### config.mk
export PLATFORM = sky130hd
export DESIGN_NAME = voice_bank
export DESIGN_NICKNAME = d
export VERILOG_FILES = /design/src/rtl/voice_bank_pkg.sv /design/src/rtl/voice_env_step.sv /design/src/rtl/voice_bank.sv
export SDC_FILE = /design/constraint.sdc
export NUM_CORES = 2
export LEC_CHECK = 0
export CORE_UTILIZATION = 54
export DETAILED_ROUTE_END_ITERATION = 12
export PLACE_DENSITY = 0.72
export SYNTH_ARGS = -nofsm -noshare
export SYNTH_HDL_FRONTEND = slang
export SYNTH_SLANG_ARGS = --single-unit
export TNS_END_PERCENT = 30
### constraint.sdc
create_clock -name clk -period 13.58 [get_ports clk]
set_input_delay 4.074 -clock clk [delete_from_list [all_inputs] [get_ports clk]]
set_output_delay 4.074 -clock clk [all_outputs]
set_load 0.005 [all_outputs]
### src/rtl/voice_bank_pkg.sv
// Shared types and helpers for the polyphonic voice bank.
package voice_bank_pkg;

  // Waveform select codes carried on cmd_wave.
  typedef enum logic [1:0] {
    WAVE_SAW    = 2'd0,
    WAVE_SQUARE = 2'd1,
    WAVE_TRI    = 2'd2,
    WAVE_SILENT = 2'd3
  } wave_e;

  // Per-voice envelope state.
  typedef enum logic [1:0] {
    ENV_IDLE    = 2'd0,
    ENV_ATTACK  = 2'd1,
    ENV_SUSTAIN = 2'd2,
    ENV_RELEASE = 2'd3
  } env_state_e;

  // Frame sequencer state.
  typedef enum logic {
    SEQ_IDLE = 1'b0,
    SEQ_RUN  = 1'b1
  } seq_state_e;

  localparam int unsigned SAT_W = 64;

  // Clamp a wide signed value into the signed range of a w-bit word.
  function automatic logic signed [SAT_W-1:0] sat_s64(input logic signed [SAT_W-1:0] x,
                                                      input int unsigned w);
    logic signed [SAT_W-1:0] hi;
    logic signed [SAT_W-1:0] lo;
    hi = (64'sd1 <<< (w - 1)) - 64'sd1;
    lo = -(64'sd1 <<< (w - 1));
    if (x > hi) return hi;
    if (x < lo) return lo;
    return x;
  endfunction

endpackage

### src/rtl/voice_env_step.sv
// One frame of the linear attack/sustain/release envelope for a single voice.
module voice_env_step
  import voice_bank_pkg::*;
#(
  parameter int unsigned ENV_W = 18
) (
  input  env_state_e       i_state,
  input  logic [ENV_W-1:0] i_env,
  input  logic [ENV_W-1:0] i_atk_step,
  input  logic [ENV_W-1:0] i_rel_step,
  output env_state_e       o_state_c,
  output logic [ENV_W-1:0] o_env_c,
  output logic             o_done_c
);

  localparam logic [ENV_W-1:0] ENV_MAX = '1;

  logic [ENV_W:0] w_sum;

  // Next envelope level/state; attack saturates at full scale, release floors at zero.
  always_comb begin
    o_state_c = i_state;
    o_env_c   = i_env;
    o_done_c  = 1'b0;
    w_sum     = {1'b0, i_env} + {1'b0, i_atk_step};
    case (i_state)
      ENV_ATTACK: begin
        if (w_sum >= {1'b0, ENV_MAX}) begin
          o_env_c   = ENV_MAX;
          o_state_c = ENV_SUSTAIN;
        end else begin
          o_env_c = w_sum[ENV_W-1:0];
        end
      end
      ENV_SUSTAIN: o_env_c = i_env;
      ENV_RELEASE: begin
        if (i_env <= i_rel_step) begin
          o_env_c   = '0;
          o_state_c = ENV_IDLE;
          o_done_c  = 1'b1;
        end else begin
          o_env_c = i_env - i_rel_step;
        end
      end
      default: o_env_c = '0;
    endcase
  end

endmodule

### src/rtl/voice_bank.sv
// N-voice polyphonic synth: one shared datapath steps one voice per clock after each tick.
module voice_bank
  import voice_bank_pkg::*;
#(
  parameter int unsigned NUM_VOICES = 8,
  parameter int unsigned PHASE_W    = 32,
  parameter int unsigned SAMPLE_W   = 24,
  parameter int unsigned ENV_W      = 18
) (
  input  logic                          clk,
  input  logic                          rst_b,
  input  logic                          sample_tick,
  input  logic                          cmd_valid,
  output logic                          cmd_ready,
  input  logic [$clog2(NUM_VOICES)-1:0] cmd_voice,
  input  logic                          cmd_on,
  input  logic [1:0]                    cmd_wave,
  input  logic [PHASE_W-1:0]            cmd_inc,
  input  logic [ENV_W-1:0]              atk_step,
  input  logic [ENV_W-1:0]              rel_step,
  output logic [SAMPLE_W-1:0]           audio_out,
  output logic                          audio_valid,
  output logic [NUM_VOICES-1:0]         voice_active,
  output logic [NUM_VOICES-1:0]         voice_done,
  output logic                          overrun
);

  localparam int unsigned VIDX_W = $clog2(NUM_VOICES);
  localparam int unsigned ACC_W  = SAMPLE_W + VIDX_W;
  localparam int unsigned PROD_W = SAMPLE_W + ENV_W + 1;
  localparam logic [VIDX_W-1:0]     LAST_IDX = VIDX_W'(NUM_VOICES - 1);
  localparam logic [NUM_VOICES-1:0] ONE_HOT0 = NUM_VOICES'(1);
  localparam logic signed [SAMPLE_W-1:0] SQ_POS = {1'b0, {(SAMPLE_W-1){1'b1}}};
  localparam logic signed [SAMPLE_W-1:0] SQ_NEG = {1'b1, {(SAMPLE_W-2){1'b0}}, 1'b1};

  // Voice register file, indexed by the sequencer.
  logic [PHASE_W-1:0] r_phase [NUM_VOICES];
  logic [PHASE_W-1:0] r_inc   [NUM_VOICES];
  wave_e              r_wave  [NUM_VOICES];
  logic [ENV_W-1:0]   r_env   [NUM_VOICES];
  env_state_e         r_state [NUM_VOICES];

  seq_state_e               r_seq_state;
  seq_state_e               w_seq_next;
  logic [VIDX_W-1:0]        r_idx;
  logic signed [ACC_W-1:0]  r_acc;
  logic [NUM_VOICES-1:0]    r_done_pend;

  logic w_frame_start;
  logic w_frame_last;
  logic w_overrun_hit;
  logic w_cmd_acc;

  logic [PHASE_W-1:0]         w_cur_phase;
  wave_e                      w_cur_wave;
  logic [SAMPLE_W-1:0]        w_p;
  logic [SAMPLE_W-2:0]        w_fold;
  logic signed [SAMPLE_W-1:0] w_tone;
  env_state_e                 w_state_next;
  logic [ENV_W-1:0]           w_env_next;
  logic                       w_env_done;
  logic signed [ENV_W:0]      w_env_s;
  logic signed [PROD_W-1:0]   w_prod;
  logic signed [PROD_W-1:0]   w_shift;
  logic signed [SAMPLE_W-1:0] w_contrib;
  logic signed [ACC_W-1:0]    w_acc_sum;
  logic [SAMPLE_W-1:0]        w_sat;
  logic [NUM_VOICES-1:0]      w_done_bit;

  assign cmd_ready   = (r_seq_state == SEQ_IDLE);
  assign w_cmd_acc   = cmd_valid && cmd_ready;
  assign w_cur_phase = r_phase[r_idx];
  assign w_cur_wave  = r_wave[r_idx];

  // Sequencer next state: a tick starts a frame, the last voice ends it, ticks mid-frame flag overrun.
  always_comb begin
    w_seq_next    = r_seq_state;
    w_frame_start = 1'b0;
    w_frame_last  = 1'b0;
    w_overrun_hit = 1'b0;
    case (r_seq_state)
      SEQ_IDLE: begin
        if (sample_tick) begin
          w_seq_next    = SEQ_RUN;
          w_frame_start = 1'b1;
        end
      end
      SEQ_RUN: begin
        w_overrun_hit = sample_tick;
        if (r_idx == LAST_IDX) begin
          w_seq_next   = SEQ_IDLE;
          w_frame_last = 1'b1;
        end
      end
      default: w_seq_next = SEQ_IDLE;
    endcase
  end

  voice_env_step #(
    .ENV_W(ENV_W)
  ) u_env_step (
    .i_state   (r_state[r_idx]),
    .i_env     (r_env[r_idx]),
    .i_atk_step(atk_step),
    .i_rel_step(rel_step),
    .o_state_c (w_state_next),
    .o_env_c   (w_env_next),
    .o_done_c  (w_env_done)
  );

  // Tone from the top phase bits, sampled before this frame's increment.
  always_comb begin
    w_p    = w_cur_phase[PHASE_W-1 -: SAMPLE_W];
    w_fold = w_p[SAMPLE_W-1] ? ~w_p[SAMPLE_W-2:0] : w_p[SAMPLE_W-2:0];
    case (w_cur_wave)
      WAVE_SAW:    w_tone = {~w_p[SAMPLE_W-1], w_p[SAMPLE_W-2:0]};
      WAVE_SQUARE: w_tone = w_p[SAMPLE_W-1] ? SQ_NEG : SQ_POS;
      WAVE_TRI:    w_tone = {~w_fold[SAMPLE_W-2], w_fold[SAMPLE_W-3:0], 1'b0};
      default:     w_tone = '0;
    endcase
  end

  // Scale tone by the updated envelope and fold into the running frame sum.
  always_comb begin
    w_env_s    = $signed({1'b0, w_env_next});
    w_prod     = PROD_W'(w_tone) * PROD_W'(w_env_s);
    w_shift    = w_prod >>> ENV_W;
    w_contrib  = SAMPLE_W'(w_shift);
    w_acc_sum  = r_acc + ACC_W'(w_contrib);
    w_sat      = SAMPLE_W'(sat_s64(SAT_W'(w_acc_sum), SAMPLE_W));
    w_done_bit = w_env_done ? (ONE_HOT0 << r_idx) : '0;
  end

  // Voice file updates: commands only while idle, per-voice step while running.
  always_ff @(posedge clk or negedge rst_b) begin
    if (!rst_b) begin
      for (int unsigned i = 0; i < NUM_VOICES; i++) begin
        r_phase[i] <= '0;
        r_inc[i]   <= '0;
        r_wave[i]  <= WAVE_SAW;
        r_env[i]   <= '0;
        r_state[i] <= ENV_IDLE;
      end
    end else begin
      if (w_cmd_acc) begin
        if (cmd_on) begin
          r_inc[cmd_voice]   <= cmd_inc;
          r_wave[cmd_voice]  <= wave_e'(cmd_wave);
          r_phase[cmd_voice] <= '0;
          r_state[cmd_voice] <= ENV_ATTACK;
        end else if ((r_state[cmd_voice] == ENV_ATTACK) || (r_state[cmd_voice] == ENV_SUSTAIN)) begin
          r_state[cmd_voice] <= ENV_RELEASE;
        end
      end
      if (r_seq_state == SEQ_RUN) begin
        r_env[r_idx]   <= w_env_next;
        r_state[r_idx] <= w_state_next;
        r_phase[r_idx] <= r_phase[r_idx] + r_inc[r_idx];
      end
    end
  end

  // Sequencer state, accumulator and registered outputs.
  always_ff @(posedge clk or negedge rst_b) begin
    if (!rst_b) begin
      r_seq_state <= SEQ_IDLE;
      r_idx       <= '0;
      r_acc       <= '0;
      r_done_pend <= '0;
      audio_out   <= '0;
      audio_valid <= 1'b0;
      voice_done  <= '0;
      overrun     <= 1'b0;
    end else begin
      r_seq_state <= w_seq_next;
      audio_valid <= 1'b0;
      voice_done  <= '0;
      if (w_overrun_hit) overrun <= 1'b1;
      if (w_frame_start) begin
        r_idx       <= '0;
        r_acc       <= '0;
        r_done_pend <= '0;
      end else if (r_seq_state == SEQ_RUN) begin
        r_acc       <= w_acc_sum;
        r_idx       <= r_idx + VIDX_W'(1);
        r_done_pend <= r_done_pend | w_done_bit;
        if (w_frame_last) begin
          audio_out   <= w_sat;
          audio_valid <= 1'b1;
          voice_done  <= r_done_pend | w_done_bit;
        end
      end
    end
  end

  // Activity flags follow the envelope state directly.
  always_comb begin
    voice_active = '0;
    for (int unsigned i = 0; i < NUM_VOICES; i++) begin
      voice_active[i] = (r_state[i] != ENV_IDLE);
    end
  end

endmodule

==> impl_metrics.yaml <==
place:
  placed_cell_area_um2: 58600
  dpl.hpwl_um: 111000
  numPortBuffers: 120
  place_congestion: 0.987
floorplanning:
  die-height_um: 314
  io_pins: 121
  core_area_um2: 96600
  start_util: 0.544
  die-area_um2: 98500
  die_w_um: 314
  std_cell_rows: 114
cells_and_area:
  area_growth_pct: 21.9
  nNetsFinal: 6395
  drive_gt1_frac: 0.243
  design_area_um2: 64000
  fillers: 7249
worst_setup_path:
  worst_r2r_path_depth: 46
  path_depth: 51
  worst-path-buf-inv: 12
  crit_type: "input pin to register"
  crit_top_cell: "fa_1"
  worst-path-max-fanout: 8
  cp-start-kind: "input pin"
  critical-path-top-delay-family: "adder cells"
  rr_endpoint: "audio_out[11]$_DFFE_PN0P_"
  cp-startpoint: "rel_step[1]"
  worstPathRequired_ns: 14.17
  cp_data_arrival_time_ns: 14.29
  rr_startpoint: "r_idx[1]$_DFFE_PN0P_"
  cp_slowest_cell: "fa_1"
  reg2reg_slack_ns: 0.69
  endpoint: "audio_out[11]$_DFFE_PN0P_"
  end_kind: "register"
  slowest_delay_ns: 0.52
routing:
  firstDrtPassIters: 6
  viasPerCell: 6.21
  drt_iter0_drc: 4613
  drt_wl_total_um: 168000
  num_vias: 43700
  postRouteAntennaNets: 0
  wire_per_inst_um: 24.0
  drc: 0
run_status:
  violations: "setup timing"
  status: "finished, violations left"
synthesis:
  yosysSeqAreaShare: 0.363
  synth.largest_area_cell: "dfrtp_1"
  yosysTopAreaCellShare: 0.363
  syn_avg_cell_area_um2: 10.1
  syn_nets: 5911
  synth-main-ff-cell: "dfrtp_1"
  synth.most_common_cell: "dfrtp_1"
  synth_seq_cells: 761
  synth-edff-count: 0
  synth_area_leaders: "dfrtp_1 36%, fa_1 16%, mux2_2 5.9%, ha_1 4.8%, a22oi_1 4.8%"
  synthArstFlopShare: 1.00
  synthCells: 5203
  netlist_area_um2: 52500
  synth_cell_types: 95
  synthTopCellsByCount: "761 x dfrtp_1, 635 x inv_1, 527 x nand2_1"
  yosys_warnings: 0
clocking:
  clock-root-buffer: "clkbuf_16"
  cts.htree.levels: 3
  cts_buffer_depth: 3
  numCtsBuffers: 81
  clk_pin_slew_worst_paths_ns: 0.06
  cts_tree: "yes"
  clk_latency_ns: 0.69
  clock-sinks: 761
sta:
  min_period_ns: 13.70
  slew_headroom: 0.150
  setup_violations: 23
  skew_ns: 0.0421
  drv_slew: 0
  worst_pin_slew_ns: 1.27
  timing.fmax_mhz: 73.0
  worst_slack_ns: -0.121
  grt_setup_unrepaired: "true"
  hold_violations: 0
  timing.final.crit_share: 1.01
global_route:
  grt_pass1_vias: 44900
  grt_antenna_before_repair: 6
  grt_max_degree: 189
  gr-total-overflow: 0
  grt_usage: 0.346
  grt_pass1_wl_um: 262000
hold_path:
  hp-class: "register to register"
run:
  maxCapViolations: 0
[cells by family (layout without fill, tap and decap cells)]
| family | after synthesis | after routing | share of synthesized area |
|---|---|---|---|
| adder cells (fa/ha/maj) | 630 | 630 | 0.211 |
| multiplexers | 294 | 294 | 0.0633 |
| AO/OA/AOI/OAI | 1315 | 1315 | 0.178 |
| AND/OR/NAND/NOR | 1156 | 1156 | 0.0982 |
| XOR/XNOR | 108 | 108 | 0.0180 |
| buffers and inverters | 939 | 1484 | 0.0690 |
| other | 0 | 6 | 0 |
| flip-flops | 761 | 761 | 0.363 |
[how the worst min path moves through the flow]
stage | startpoint | end | slack (ns) | depth (start not counted)
floorplan | r_env[72]$_DFFE_PN0P_ | r_env[72]$_DFFE_PN0P_ | 0.44 | 2
global placement | overrun$_DFFE_PN0P_ | overrun$_DFFE_PN0P_ | 0.45 | 1
detailed placement | overrun$_DFFE_PN0P_ | overrun$_DFFE_PN0P_ | 0.44 | 1
CTS | overrun$_DFFE_PN0P_ | overrun$_DFFE_PN0P_ | 0.47 | 1
global route | overrun$_DFFE_PN0P_ | overrun$_DFFE_PN0P_ | 0.48 | 1
finish | overrun$_DFFE_PN0P_ | overrun$_DFFE_PN0P_ | 0.46 | 1
[layout by cell type (no fill, tap or decap), types with 22 or more instances in the layout]
master / n
buf_4: 507
o21a_1: 38
buf_6: 25
buf_12: 41
fa_1: 405
nand2_1: 494
xnor2_1: 71
clkdlybuf4s50_1: 93
nand4_1: 75
inv_2: 46
ha_1: 152
dfrtp_1: 759
xor2_1: 24
o21ai_1: 37
nand2b_1: 27
a21o_1: 49
a21oi_2: 54
inv_1: 586
o21ai_0: 233
and4_1: 24
fa_2: 22
nor2_1: 295
clkbuf_16: 85
a21oi_1: 94
a22o_1: 263
ha_4: 44
nor2b_1: 31
nand2_2: 22
mux2_2: 275
a22oi_1: 336
[flip-flops by register name, summed over array words and instances, names as in the netlist]
name,flops
r_inc,256
r_wave,16
voice_done,8
r_env,144
r_done_pend,8
r_phase,256
audio_out,24
r_seq_state,1
overrun,1
r_acc,27
audio_valid,1
r_idx,3
r_state,16
[stage by stage]
step | setup TNS [ns] | cells | setup slack (ns) | hold slack, ns | utilization
6_report | -2.16 | 7030 | -0.121 | 0.460 | 0.663
5_1_grt | -12.88 | 7027 | -0.537 | 0.484 | 0.663
4_1_cts | -1.41 | 7000 | -0.0890 | 0.469 | 0.654
3_5_place_dp | -45.34 | 6772 | -1.43 | 0.444 | 0.607
3_3_place_gp | -41.86 | 6772 | -1.35 | 0.449 | 0.607
2_1_floorplan | -0.282 | 5203 | -0.0177 | 0.443 | -
[worst register-to-register path, delay by kind of cell, from the launching register on]
family	cells	cell delay (ns)
flops	1	0.34
xor+xnor	1	0.16
simple gates	13	3.44
buf+inv	11	2.43
compound gates	13	2.80
fa+ha+maj	8	3.65
[metal layers]
layer  track usage  routed length [um]
met1         0.470               67800
met2         0.528               75500
met3        0.0817               17300
met4         0.154                7890
met5             0                  11
[final cells by class]
type,count,area (um2),area share
well taps,1276,1600,0.0249
diodes,6,15.0,0.000235
flip-flops and latches,761,19000,0.298
repair buffers,701,6310,0.0986
inverters,639,2410,0.0377
clock inverters,26,428,0.00669
clock buffers,118,2350,0.0367
multi-input cells,3503,31800,0.498
[timing repair]
action,4_1_cts,5_1_grt
hold buffers,0,0
pin swaps,146,130
endpoints found under the setup margin,30,33
resized for setup,226,161
cloned,5,3
setup buffers,82,24
Power is left out: the tool's default activity adds up to more than one toggle a clock period on the data nets, which glitch-free logic cannot reach.
